**config.mk**
```make
export PLATFORM = sky130hd
export DESIGN_NAME = x_mux_trigger_gen_flat
export DESIGN_NICKNAME = d
export VERILOG_FILES = /design/src/rtl/x_mux_trigger_gen_if.sv /design/src/rtl/x_mux_trigger_gen.sv /design/src/flat_wrapper.sv
export SDC_FILE = /design/constraint.sdc
export NUM_CORES = 1
export LEC_CHECK = 0
export CAP_MARGIN = 20
export CORE_MARGIN = 2
export CORE_UTILIZATION = 60
export DETAILED_ROUTE_END_ITERATION = 12
export GPL_TIMING_DRIVEN = 0
export PLACE_DENSITY_LB_ADDON = 0.05
export SKIP_CTS_REPAIR_TIMING = 1
export SYNTH_ARGS = -nofsm -noshare
export SYNTH_HDL_FRONTEND = slang
export SYNTH_SLANG_ARGS = --single-unit
```
**constraint.sdc**
```tcl
create_clock -name i_clk -period 10 [get_ports i_clk]
set_input_delay 2 -clock i_clk [delete_from_list [all_inputs] [get_ports i_clk]]
set_output_delay 2 -clock i_clk [all_outputs]
set_load 0.005 [all_outputs]
```
**src/rtl/x_mux_trigger_gen_if.sv**
```systemverilog
// x_mux_trigger_gen_if: arm/trigger/config inputs and status outputs of the trigger generator.
// o_evcnt exists only when X_MUX_TRIGGER_GEN_EVCNT_EN is defined.
interface x_mux_trigger_gen_if #(
    parameter int STAGES  = 32,
    parameter int WIDTH_W = 8
);
    logic               i_arm;
    logic               i_trigger;
    logic [STAGES-1:0]  i_data;
    logic [WIDTH_W-1:0] i_width;
    logic               o_driver;
    logic               o_armed;
    logic               o_busy;
    logic               o_done;
`ifdef X_MUX_TRIGGER_GEN_EVCNT_EN
    logic [15:0]        o_evcnt;
    modport master (
        output i_arm, i_trigger, i_data, i_width,
        input  o_driver, o_armed, o_busy, o_done, o_evcnt
    );
    modport slave (
        input  i_arm, i_trigger, i_data, i_width,
        output o_driver, o_armed, o_busy, o_done, o_evcnt
    );
`else
    modport master (
        output i_arm, i_trigger, i_data, i_width,
        input  o_driver, o_armed, o_busy, o_done
    );
    modport slave (
        input  i_arm, i_trigger, i_data, i_width,
        output o_driver, o_armed, o_busy, o_done
    );
`endif
endinterface

```
**src/rtl/x_mux_trigger_gen.sv**
```systemverilog
// x_mux_trigger_gen: armed edge trigger producing a len-cycle pulse through a selectable register delay chain.
// Optional completed-operation counter o_evcnt enabled by X_MUX_TRIGGER_GEN_EVCNT_EN.
module x_mux_trigger_gen #(
    parameter int STAGES  = 32,
    parameter int WIDTH_W = 8
) (
    input logic              i_clk,
    input logic              i_rst,
    x_mux_trigger_gen_if.slave bus
);
    localparam int KW = $clog2(STAGES + 1);
    localparam int CW = (WIDTH_W > KW) ? WIDTH_W : KW;

    typedef enum logic [2:0] {IDLE, ARMED, FIRE, DRAIN, DONE} state_t;

    state_t             state_q, state_d;
    logic [STAGES-1:0]  sel_q, sel_d, chain_q, chain_d;
    logic [WIDTH_W-1:0] len_q, len_d;
    logic [KW-1:0]      k_q, k_d, pop;
    logic [CW-1:0]      cnt_q, cnt_d;
    logic               inject_q, inject_d, trig_prev_q, trig_prev_d;
    logic               armed_q, armed_d, busy_q, busy_d, done_q, done_d;
    logic               drv;
`ifdef X_MUX_TRIGGER_GEN_EVCNT_EN
    logic [15:0]        evcnt_q, evcnt_d;
    always_comb evcnt_d = evcnt_q + 16'(state_q == DONE);
    assign bus.o_evcnt = evcnt_q;
`endif

    always_comb begin
        pop = '0;
        for (int i = 0; i < STAGES; i++) pop = pop + KW'(bus.i_data[i]);
    end

    // One shared down-counter times the pulse in FIRE and then the flush in DRAIN.
    always_comb begin
        state_d     = state_q;
        sel_d       = sel_q;
        len_d       = len_q;
        k_d         = k_q;
        cnt_d       = cnt_q;
        inject_d    = inject_q;
        trig_prev_d = bus.i_trigger;
        case (state_q)
            IDLE: if (bus.i_arm) begin
                state_d = ARMED;
                sel_d   = bus.i_data;
                len_d   = (bus.i_width == '0) ? WIDTH_W'(1) : bus.i_width;
                k_d     = pop;
            end
            ARMED: if (bus.i_trigger && !trig_prev_q) begin
                state_d  = FIRE;
                inject_d = 1'b1;
                cnt_d    = CW'(len_q) - CW'(1);
            end
            FIRE: if (cnt_q == '0) begin
                inject_d = 1'b0;
                state_d  = (k_q == '0) ? DONE : DRAIN;
                cnt_d    = CW'(k_q) - CW'(1);
            end else begin
                cnt_d = cnt_q - CW'(1);
            end
            DRAIN: if (cnt_q == '0) state_d = DONE;
                   else cnt_d = cnt_q - CW'(1);
            DONE:    state_d = IDLE;
            default: state_d = IDLE;
        endcase
        armed_d = state_d == ARMED;
        busy_d  = state_d == FIRE || state_d == DRAIN;
        done_d  = state_d == DONE;
    end

    // Every stage flop samples the previous stage; sel only chooses whether it is in the path.
    always_comb begin
        chain_d = '0;
        drv     = inject_q;
        for (int i = 0; i < STAGES; i++) begin
            chain_d[i] = drv;
            drv        = sel_q[i] ? chain_q[i] : drv;
        end
    end

    always_ff @(posedge i_clk) begin
        if (i_rst) begin
            state_q     <= IDLE;
            sel_q       <= '0;
            len_q       <= '0;
            k_q         <= '0;
            cnt_q       <= '0;
            inject_q    <= 1'b0;
            trig_prev_q <= 1'b0;
            chain_q     <= '0;
            armed_q     <= 1'b0;
            busy_q      <= 1'b0;
            done_q      <= 1'b0;
`ifdef X_MUX_TRIGGER_GEN_EVCNT_EN
            evcnt_q     <= '0;
`endif
        end else begin
            state_q     <= state_d;
            sel_q       <= sel_d;
            len_q       <= len_d;
            k_q         <= k_d;
            cnt_q       <= cnt_d;
            inject_q    <= inject_d;
            trig_prev_q <= trig_prev_d;
            chain_q     <= chain_d;
            armed_q     <= armed_d;
            busy_q      <= busy_d;
            done_q      <= done_d;
`ifdef X_MUX_TRIGGER_GEN_EVCNT_EN
            evcnt_q     <= evcnt_d;
`endif
        end
    end

    assign bus.o_driver = drv;
    assign bus.o_armed  = armed_q;
    assign bus.o_busy   = busy_q;
    assign bus.o_done   = done_q;
endmodule

```
**src/flat_wrapper.sv**
```systemverilog
// flat-port wrapper written by rule: the top's interface ports become plain ports
module x_mux_trigger_gen_flat 
#(
    parameter int STAGES  = 32,
    parameter int WIDTH_W = 8
)
  (i_clk, i_rst, bus_i_arm, bus_i_trigger, bus_i_data, bus_i_width, bus_o_driver, bus_o_armed, bus_o_busy, bus_o_done);
  x_mux_trigger_gen_if #(.STAGES(STAGES), .WIDTH_W(WIDTH_W)) bus_i ();
  input logic i_clk;
  input logic i_rst;
  input wire logic [$bits(bus_i.i_arm)-1:0] bus_i_arm;
  input wire logic [$bits(bus_i.i_trigger)-1:0] bus_i_trigger;
  input wire logic [$bits(bus_i.i_data)-1:0] bus_i_data;
  input wire logic [$bits(bus_i.i_width)-1:0] bus_i_width;
  output wire logic [$bits(bus_i.o_driver)-1:0] bus_o_driver;
  output wire logic [$bits(bus_i.o_armed)-1:0] bus_o_armed;
  output wire logic [$bits(bus_i.o_busy)-1:0] bus_o_busy;
  output wire logic [$bits(bus_i.o_done)-1:0] bus_o_done;
  assign bus_i.i_arm = bus_i_arm;
  assign bus_i.i_trigger = bus_i_trigger;
  assign bus_i.i_data = bus_i_data;
  assign bus_i.i_width = bus_i_width;
  assign bus_o_driver = bus_i.o_driver;
  assign bus_o_armed = bus_i.o_armed;
  assign bus_o_busy = bus_i.o_busy;
  assign bus_o_done = bus_i.o_done;
  x_mux_trigger_gen #(.STAGES(STAGES), .WIDTH_W(WIDTH_W)) u_core (.i_clk(i_clk), .i_rst(i_rst), .bus(bus_i));
endmodule
```
# After elaboration in Yosys (flattened, before gate mapping)
# Cells that the tools add are included.
# totals
out_inout_bits	4
word_cells	113
register_bits	94
in_bits	44
# op_classes
muxes	46
eq_ne	10
n_addsub	34
n_reduce_logical	12
# op_table
op	count
6-bit by 1-bit adder with 6-bit output	30
1-bit two-way mux	34
8-bit two-way mux	4
8-bit one-hot mux with 3 select lines	1
8-bit zero test	2
8-bit by 1-bit subtractor with 8-bit output, second input constant	2
3-bit two-way mux	5
3-bit by 2-bit equality test with 1-bit output, second input constant	4
3-bit one-hot mux with 4 select lines	1
6-bit by 1-bit subtractor with 7-bit output, second input constant	1
3-bit by 1-bit equality test with 1-bit output, second input constant	2
6-bit zero test	1
3-bit AND reduction	2
2-bit by 1-bit != test with 1-bit output, second input constant	2
3-bit equality test, second input constant	1
3-bit zero test	1
3-bit nonzero test	1
1-bit by 1-bit adder with 2-bit output	1
2-bit != test, second input constant	1
1-bit one-hot mux with 2 select lines	1
2-bit AND reduction	1
2-bit nonzero test	1
1-bit logical AND	1
1-bit zero test	1
1-bit logical OR	1

# Depth between registers and ports, before layout
# Gate-level depths: netlist (run 1).
# depth
ltp_word	32
depth_mapped	17
depth_no_buf	17

# Worst setup path before layout (run 1)
# Ideal clock, no wire load.
# synth_path
kind	in2reg
from	input bus_i_data[0]
to	register u_core.k_q[4]
stages	16
t_arrival_ns	6.648
setup_slack_ns	3.282
required_ns	9.930
setup_ns	0.070
path_buffers	0
path_cell_list	ha_1 -> inv_1 -> fa_1 -> fa_1 -> fa_1 -> fa_1 -> fa_1 -> fa_1 -> inv_1 -> fa_1 -> fa_1 -> a21o_1 -> a21oi_1 -> xnor2_1 -> nand2_1 -> a21oi_1
# synth_via
elab_chain_cells	31
# synth_lines
item	line_no	text
from (decl)	flat_wrapper.sv:13	input wire logic [$bits(bus_i.i_data)-1:0] bus_i_data;
1-bit by 1-bit adder with 2-bit output	x_mux_trigger_gen.sv:32	for (int i = 0; i < STAGES; i++) pop = pop + KW'(bus.i_data[i]);
6-bit by 1-bit adder with 6-bit output (30 in series)	x_mux_trigger_gen.sv:32	
to (signal assigned)	x_mux_trigger_gen.sv:103	k_q <= k_d;
to (decl)	x_mux_trigger_gen.sv:19	logic [KW-1:0] k_q, k_d, pop;
# Every way passes these cells.
# A chain may end at the register's enable or synchronous reset.

# Worst setup path after layout (run 1)
# Ends and elaborated chain as after synthesis.

==> results of run 1 <==
## stage by stage
stage | hold WS, ns | power [uW] | util (%) | instance area (um2) | instances
after global placement | 0.4443 | 1146 | 68.64 | 5583 | 752
after detailed placement | 0.4625 | 1175 | 68.64 | 5583 | 752
after floorplan | 0.4361 | 1010 | - | 4981 | 600
after global routing | 0.4837 | 1559 | 71.22 | 5793 | 768
after CTS | 0.4708 | 1441 | 71.22 | 5793 | 768
final | 0.4754 | 1441 | 71.22 | 5793 | 768
## report_power, final
| group | leakage (uW) | switching, uW | internal (uW) |
|---|---|---|---|
| sequential | 0.000771 | 40.7 | 431 |
| clock | 0.000103 | 136 | 130 |
| combinational | 0.00145 | 376 | 327 |
| total | 0.00232 | 552 | 888 |
## worst reg2reg max path, stage by stage, from the launching register on
cell	delay (ns)
dfxtp_1	0.31
clkbuf_1	0.29
nand2_1	0.13
nor4_1	0.58
nor2_1	0.13
a31oi_1	0.24
buf_2	0.29
o31ai_1	0.12
a32oi_1	0.20
nor2_1	0.06
## state kept, by name, indices dropped and copies added (netlist names)
register / count
u_core.sel_q: 32
u_core.cnt_q: 8
u_core.bus.o_busy: 1
u_core.state_q: 3
u_core.bus.o_done: 1
u_core.chain_q: 32
u_core.k_q: 6
u_core.trig_prev_q: 1
u_core.inject_q: 1
u_core.bus.o_armed: 1
u_core.len_q: 8
## per-layer routing
metal / part of all wire [%] / track usage (%)
met1: 45 / 34.02
met5: 0 / 0
met4: 2.1 / 10.02
met2: 50 / 47.48
met3: 3.6 / 3.399
## layout by cell type (no fill, tap or decap), drive strengths merged, types with 5 or more instances in the layout
cell / Yosys / layout
a211oi: 12 / 12
a21o: 8 / 8
a21oi: 71 / 71
buf: 6 / 6
clkbuf: 20 / 32
clkdlybuf4s50: 0 / 47
dfxtp: 94 / 94
fa: 24 / 24
ha: 12 / 12
inv: 51 / 51
mux2i: 9 / 9
nand2: 120 / 120
nand2b: 9 / 9
nand3b: 5 / 5
nor2: 41 / 41
nor2b: 13 / 13
nor3: 17 / 17
nor3b: 6 / 6
o21ai: 16 / 16
o31ai: 5 / 5
xnor2: 9 / 9
xor2: 6 / 6
## how the worst max path moves through the flow
stage,from,end,slack (ns)
floorplan,bus_i_data[0],u_core.k_q[4]$_SDFFE_PP0P_,3.28
global placement,bus_i_data[0],u_core.k_q[4]$_SDFFE_PP0P_,2.58
detailed placement,bus_i_data[0],u_core.k_q[4]$_SDFFE_PP0P_,2.54
CTS,bus_i_data[0],u_core.k_q[4]$_SDFFE_PP0P_,2.86
global route,bus_i_data[0],u_core.k_q[4]$_SDFFE_PP0P_,2.67
finish,bus_i_data[0],u_core.k_q[4]$_SDFFE_PP0P_,2.88
## cell families (layout without fill, tap and decap cells)
kind of cell	count (synthesis)	after routing	share of synthesized area (%)
AO/OA/AOI/OAI	136	136	17.43
XOR/XNOR	15	15	2.638
adder cells (fa/ha/maj)	36	36	12.66
buffers and inverters	77	140	6.154
flip-flops	94	94	37.78
multiplexers	9	9	1.809
AND/OR/NAND/NOR	233	233	21.53
## area by class of cell
| cell class | instances | area share (%) |
|---|---|---|
| multi-input cells | 429 | 48.21 |
| flip-flops and latches | 94 | 32.48 |
| repair buffers | 47 | 8.121 |
| inverters | 51 | 3.305 |
| clock buffers | 12 | 2.678 |
| well taps | 105 | 2.268 |
| plain buffers | 26 | 1.987 |
| clock inverters | 4 | 0.9503 |
## synthesized netlist by cell type, types with 9 or more instances
library cell,n
nor2b_1,13
nor2_1,41
inv_1,51
clkbuf_1,20
nand2b_1,9
a21oi_1,71
mux2i_1,9
o21ai_0,13
ha_1,12
xnor2_1,9
a211oi_1,9
dfxtp_1,94
nand2_1,120
fa_1,24
nor3_1,17
==> impl_metrics.tcl, run 1 <==
set metrics [dict create \
    grt_pass1_wl_um 18820 \
    synth_area_leaders "dfxtp_1, fa_1, nand2_1" \
    finalHoldViolations 0 \
    portBuffers 47 \
    ir_drop_v 0.0001322 \
    slowest_delay_ns 0.56 \
    fillers 655 \
    cellLeakagePower_uw 0.002325 \
    worstHoldEndpoint "u_core.chain_q[23]$_SDFF_PP0_" \
    cts_tree "done" \
    rows 33 \
    cp.depth 17 \
    grt_overflow 0 \
    max-slew-margin-rel_pct 30.23 \
    worst-path-max-fanout 2 \
    crit_type "in2reg" \
    fin_tns_setup_ns 0 \
    max_cap_viol_count 0 \
    grtUsageTotal_pct 27.06 \
    fmax_mhz 140.5 \
    critPathLaunchType "input port" \
    dpl.hpwl_um 8910 \
    synth.avg_cell_area_um2 8.302 \
    synth_fp_nets 680 \
    layout.nets 738 \
    timing.rr.start "u_core.state_q[0]$_SDFF_PP0_" \
    ioPinCount 48 \
    core_um2 8134 \
    critical-path-top-delay-family "adder cells" \
    cpMaxStageDelayCell "fa_1" \
    die_h_um 95.12 \
    grt_max_degree 16 \
    finalClockSkew_ns 0.01410 \
    dpl_worst_slack_ns 2.535 \
    antenna_cells 0 \
    reg2reg_to "u_core.cnt_q[4]$_SDFFE_PP0P_" \
    cp_cell_sequence "clkdlybuf4s50_1 > ha_1 > inv_1 > fa_1 > fa_1 > fa_1 > fa_1 > fa_1 > fa_1 > inv_1 > fa_1 > fa_1 > a21o_1 > a21oi_1 > xnor2_1 > nand2_1 > a21oi_1" \
    required_ns 10.29 \
    rsz0062_at_grt "false" \
    cts-htree-levels 3 \
    wl_um 11680 \
    die_w_um 95.12 \
    yosysWarnings 0 \
    insertion_delay_ns 0.37 \
    synth_top_cell_by_area "dfxtp_1" \
    regArea_um2 1882 \
    drc_errors 0 \
    ys_types 60 \
    fin_crit_ns 7.120 \
    start_util_pct 61.24 \
    ant_nets 0 \
    tightest_slew_ns 1.044 \
    clk_pin_slew_ns 0.09 \
    dr.pass1.iters 5 \
    path_common_cell "fa_1" \
    multi_input_area_um2 2793 \
    r2r_slack_ns 7.54 \
    syn_inst 600 \
    netlist_area_um2 4981 \
    grt_antenna_before_repair 0 \
    synth-edff-count 0 \
    synth_top_area_share_pct 37.78 \
    dieArea_um2 9047 \
    pwr_density_cell_nw_per_um2 248.7 \
    syn2layout_area_growth_pct 16.30 \
    cp_num_buf_inv 3 \
    cts_buffers 9 \
    vias_per_cell 5.555 \
    grt_pass1_vias 4034 \
    worstPathArrival_ns 7.41 \
    synth_flop_cell "dfxtp_1" \
    gp_congestion 0.9073 \
    clock_path_buffers 2 \
    min_period_over_period_pct 71.20 \
    yosysSeqAreaShare_pct 37.78 \
    setup_slack_ns 2.880 \
    hold_depth 2 \
    root_buffer "clkbuf_8" \
    end_kind "flop" \
    yosys_register_bits 94 \
    setup_viol 0 \
    hp-start "u_core.chain_q[22]$_SDFF_PP0_" \
    cts_sinks 94 \
    avgRoutedWirePerCell_um 15.21 \
    outcome "completed" \
    rr_worst_depth 9 \
    synthArstFlopShare_pct 0 \
    slew_viol_final 0 \
    drive_above_1_share_pct 5.732 \
    min_path_type "reg2reg" \
    vias 4266 \
    drtIter0Drc 138 \
]
Note: power is estimated with default switching activity, not from simulation.
==> run 2, diff against run 1 <==
- CORE_UTILIZATION: 60 -> 57
- clock period: 10 -> 7 ns (I/O delays scaled with it)
==> run 2 against run 1 <==
Net effect:
- count of clock-buffer cells in the layout shrank 3
- routed wire length shrank 3.0%
- via count shrank 2.2%
- critical path depth is the same
- flip-flop and latch count is the same
- register-to-register slack lost 3.0 ns
- setup slack lost 2.4 ns
- power grew 43%
- core utilization shrank 3.8 points
- largest cell class unchanged
- clock skew shrank 0.0033 ns
- sequential share of layout area is essentially flat
- combinational power grew 41%
==> impl_metrics.tcl, run 2 (synthesis gave the netlist of run 1 again) <==
set metrics [dict create \
    final_common_cell "nand2_1" \
    p_comb_share_pct 48.3 \
    grt_max_degree 16 \
    ir_drop_v 0.0002652 \
    cp_cell_sequence "clkdlybuf4s50_1 > ha_1 > inv_1 > fa_1 > fa_1 > fa_1 > fa_1 > fa_1 > fa_1 > inv_1 > fa_1 > fa_1 > a21o_1 > a21oi_1 > xnor2_1 > nand2_1 > a21oi_1" \
    clock_path_buffers 2 \
    grt_overflow 0 \
    max_cap_viol_count 0 \
    finalClockSkew_ns 0.01079 \
    grtUsageTotal_pct 25.35 \
    fin_crit_ns 6.491 \
    cpMaxStageDelayCell "fa_1" \
    ant_nets 0 \
    min_period_over_period_pct 92.73 \
    top_regs "u_core.chain_q: 32 flops, u_core.sel_q: 32 flops" \
    cellLeakagePower_uw 0.002327 \
    min_path_type "reg2reg" \
    fillers 722 \
    drive_above_1_share_pct 5.740 \
    layout.nets 738 \
    ioPinCount 48 \
    worstPathArrival_ns 6.79 \
    wl_um 11330 \
    end_kind "flop" \
    grt_pass1_wl_um 19420 \
    path_common_cell "fa_1" \
    p_switching_uw 775.6 \
    gp_congestion 0.8532 \
    seq_power_share_pct 32.7 \
    setup_viol 0 \
    finalHoldViolations 0 \
    drtIter0Drc 155 \
    critPathLaunchType "input port" \
    swShare_pct 37.71 \
    cts_buffers 9 \
    cts_tree "done" \
    slew_viol_final 0 \
    cts-htree-levels 3 \
    dieArea_um2 9502 \
    p_clk_share_pct 19.0 \
    dpl.hpwl_um 8636 \
    pwr_density_cell_nw_per_um2 354.8 \
    grt_antenna_before_repair 0 \
    clk_pin_slew_ns 0.08 \
    grt_pass1_vias 4070 \
    final_cell_mix "nand2_1, dfxtp_1, a21oi_1" \
    stdcell_count 770 \
    die_h_um 97.48 \
    crit_type "in2reg" \
    rows 34 \
    required_ns 7.30 \
    regArea_um2 1882 \
    root_buffer "clkbuf_8" \
    vias_per_cell 5.421 \
    fin_area_um2 5797 \
    outcome "completed" \
    place_area_um2 5587 \
    total_power_uw 2057 \
    multi_input_area_um2 2793 \
    cts_sinks 94 \
    start_util_pct 57.96 \
    fmax_mhz 154.1 \
    intPower_uw 1281 \
    antenna_cells 0 \
    portBuffers 47 \
    fin_tns_setup_ns 0 \
    core_um2 8593 \
    fin_util_pct 67.46 \
    r2r_slack_ns 4.59 \
    worst-path-max-fanout 2 \
    slowest_delay_ns 0.56 \
    dr.pass1.iters 4 \
    avgRoutedWirePerCell_um 14.71 \
    insertion_delay_ns 0.37 \
    max-slew-margin-rel_pct 24.75 \
    place_inst 755 \
    drc_errors 0 \
    syn2layout_area_growth_pct 16.38 \
    tightest_slew_ns 1.126 \
    die_w_um 97.48 \
    vias 4174 \
    rsz0062_at_grt "false" \
]
run 2: cell type report:
| cell class | count | share of cell area, % |
|---|---|---|
| Buffer | 26 | 1.986 |
| Clock inverter | 6 | 1.489 |
| Inverter | 51 | 3.302 |
| Tap cell | 108 | 2.331 |
| Sequential cell | 94 | 32.46 |
| Clock buffer | 9 | 2.137 |
| Timing Repair Buffer | 47 | 8.116 |
| Multi-Input combinational cell | 429 | 48.18 |
run 2: final timing paths:
path	start	to	cells after the start
worst max-delay path	bus_i_data[0]	u_core.k_q[4]$_SDFFE_PP0P_	17
worst min-delay path	u_core.len_q[7]$_SDFFE_PP0P_	u_core.len_q[7]$_SDFFE_PP0P_	2
worst max register to register	u_core.cnt_q[3]$_SDFFE_PP0P_	u_core.cnt_q[2]$_SDFFE_PP0P_	10
worst min register to register	u_core.len_q[7]$_SDFFE_PP0P_	u_core.len_q[7]$_SDFFE_PP0P_	2
run 2: per-layer routing:
metal / global-route usage [%] / wire length, um / vias to the layer above
li1: - / - / 2105
met1: 33.04 / 5134 / 1957
met2: 42.49 / 5494 / 96
met3: 5.540 / 492 / 16
met4: 7.372 / 202 / 0
met5: 0 / 0 / -
run 2: worst max-delay path, delay by kind of cell:
| family | cells | cell delay, ns |
|---|---|---|
| adder cells (fa/ha/maj) | 9 | 4.12 |
| AND/OR/NAND/NOR | 1 | 0.07 |
| AO/OA/AOI/OAI | 3 | 0.53 |
| XOR/XNOR | 1 | 0.13 |
| buffers and inverters | 3 | 0.54 |
run 2: power by group through the flow:
| stage | clock [uW] | sequential (uW) | combinational (uW) |
|---|---|---|---|
| floorplan | 0 | 669 | 774 |
| global placement | 0 | 680 | 959 |
| detailed placement | 0 | 683 | 987 |
| CTS | 394 | 672 | 993 |
| global route | 414 | 683 | 1110 |
| finish | 391 | 672 | 994 |
run 2: metrics by stage:
step | hold WS (ns) | worst slack (ns)
finish | 0.4723 | 0.5090
global route | 0.4971 | 0.3294
CTS | 0.4725 | 0.4904
detailed placement | 0.4606 | 0.1408
global placement | 0.4509 | 0.1665
floorplan | 0.4361 | 0.8817
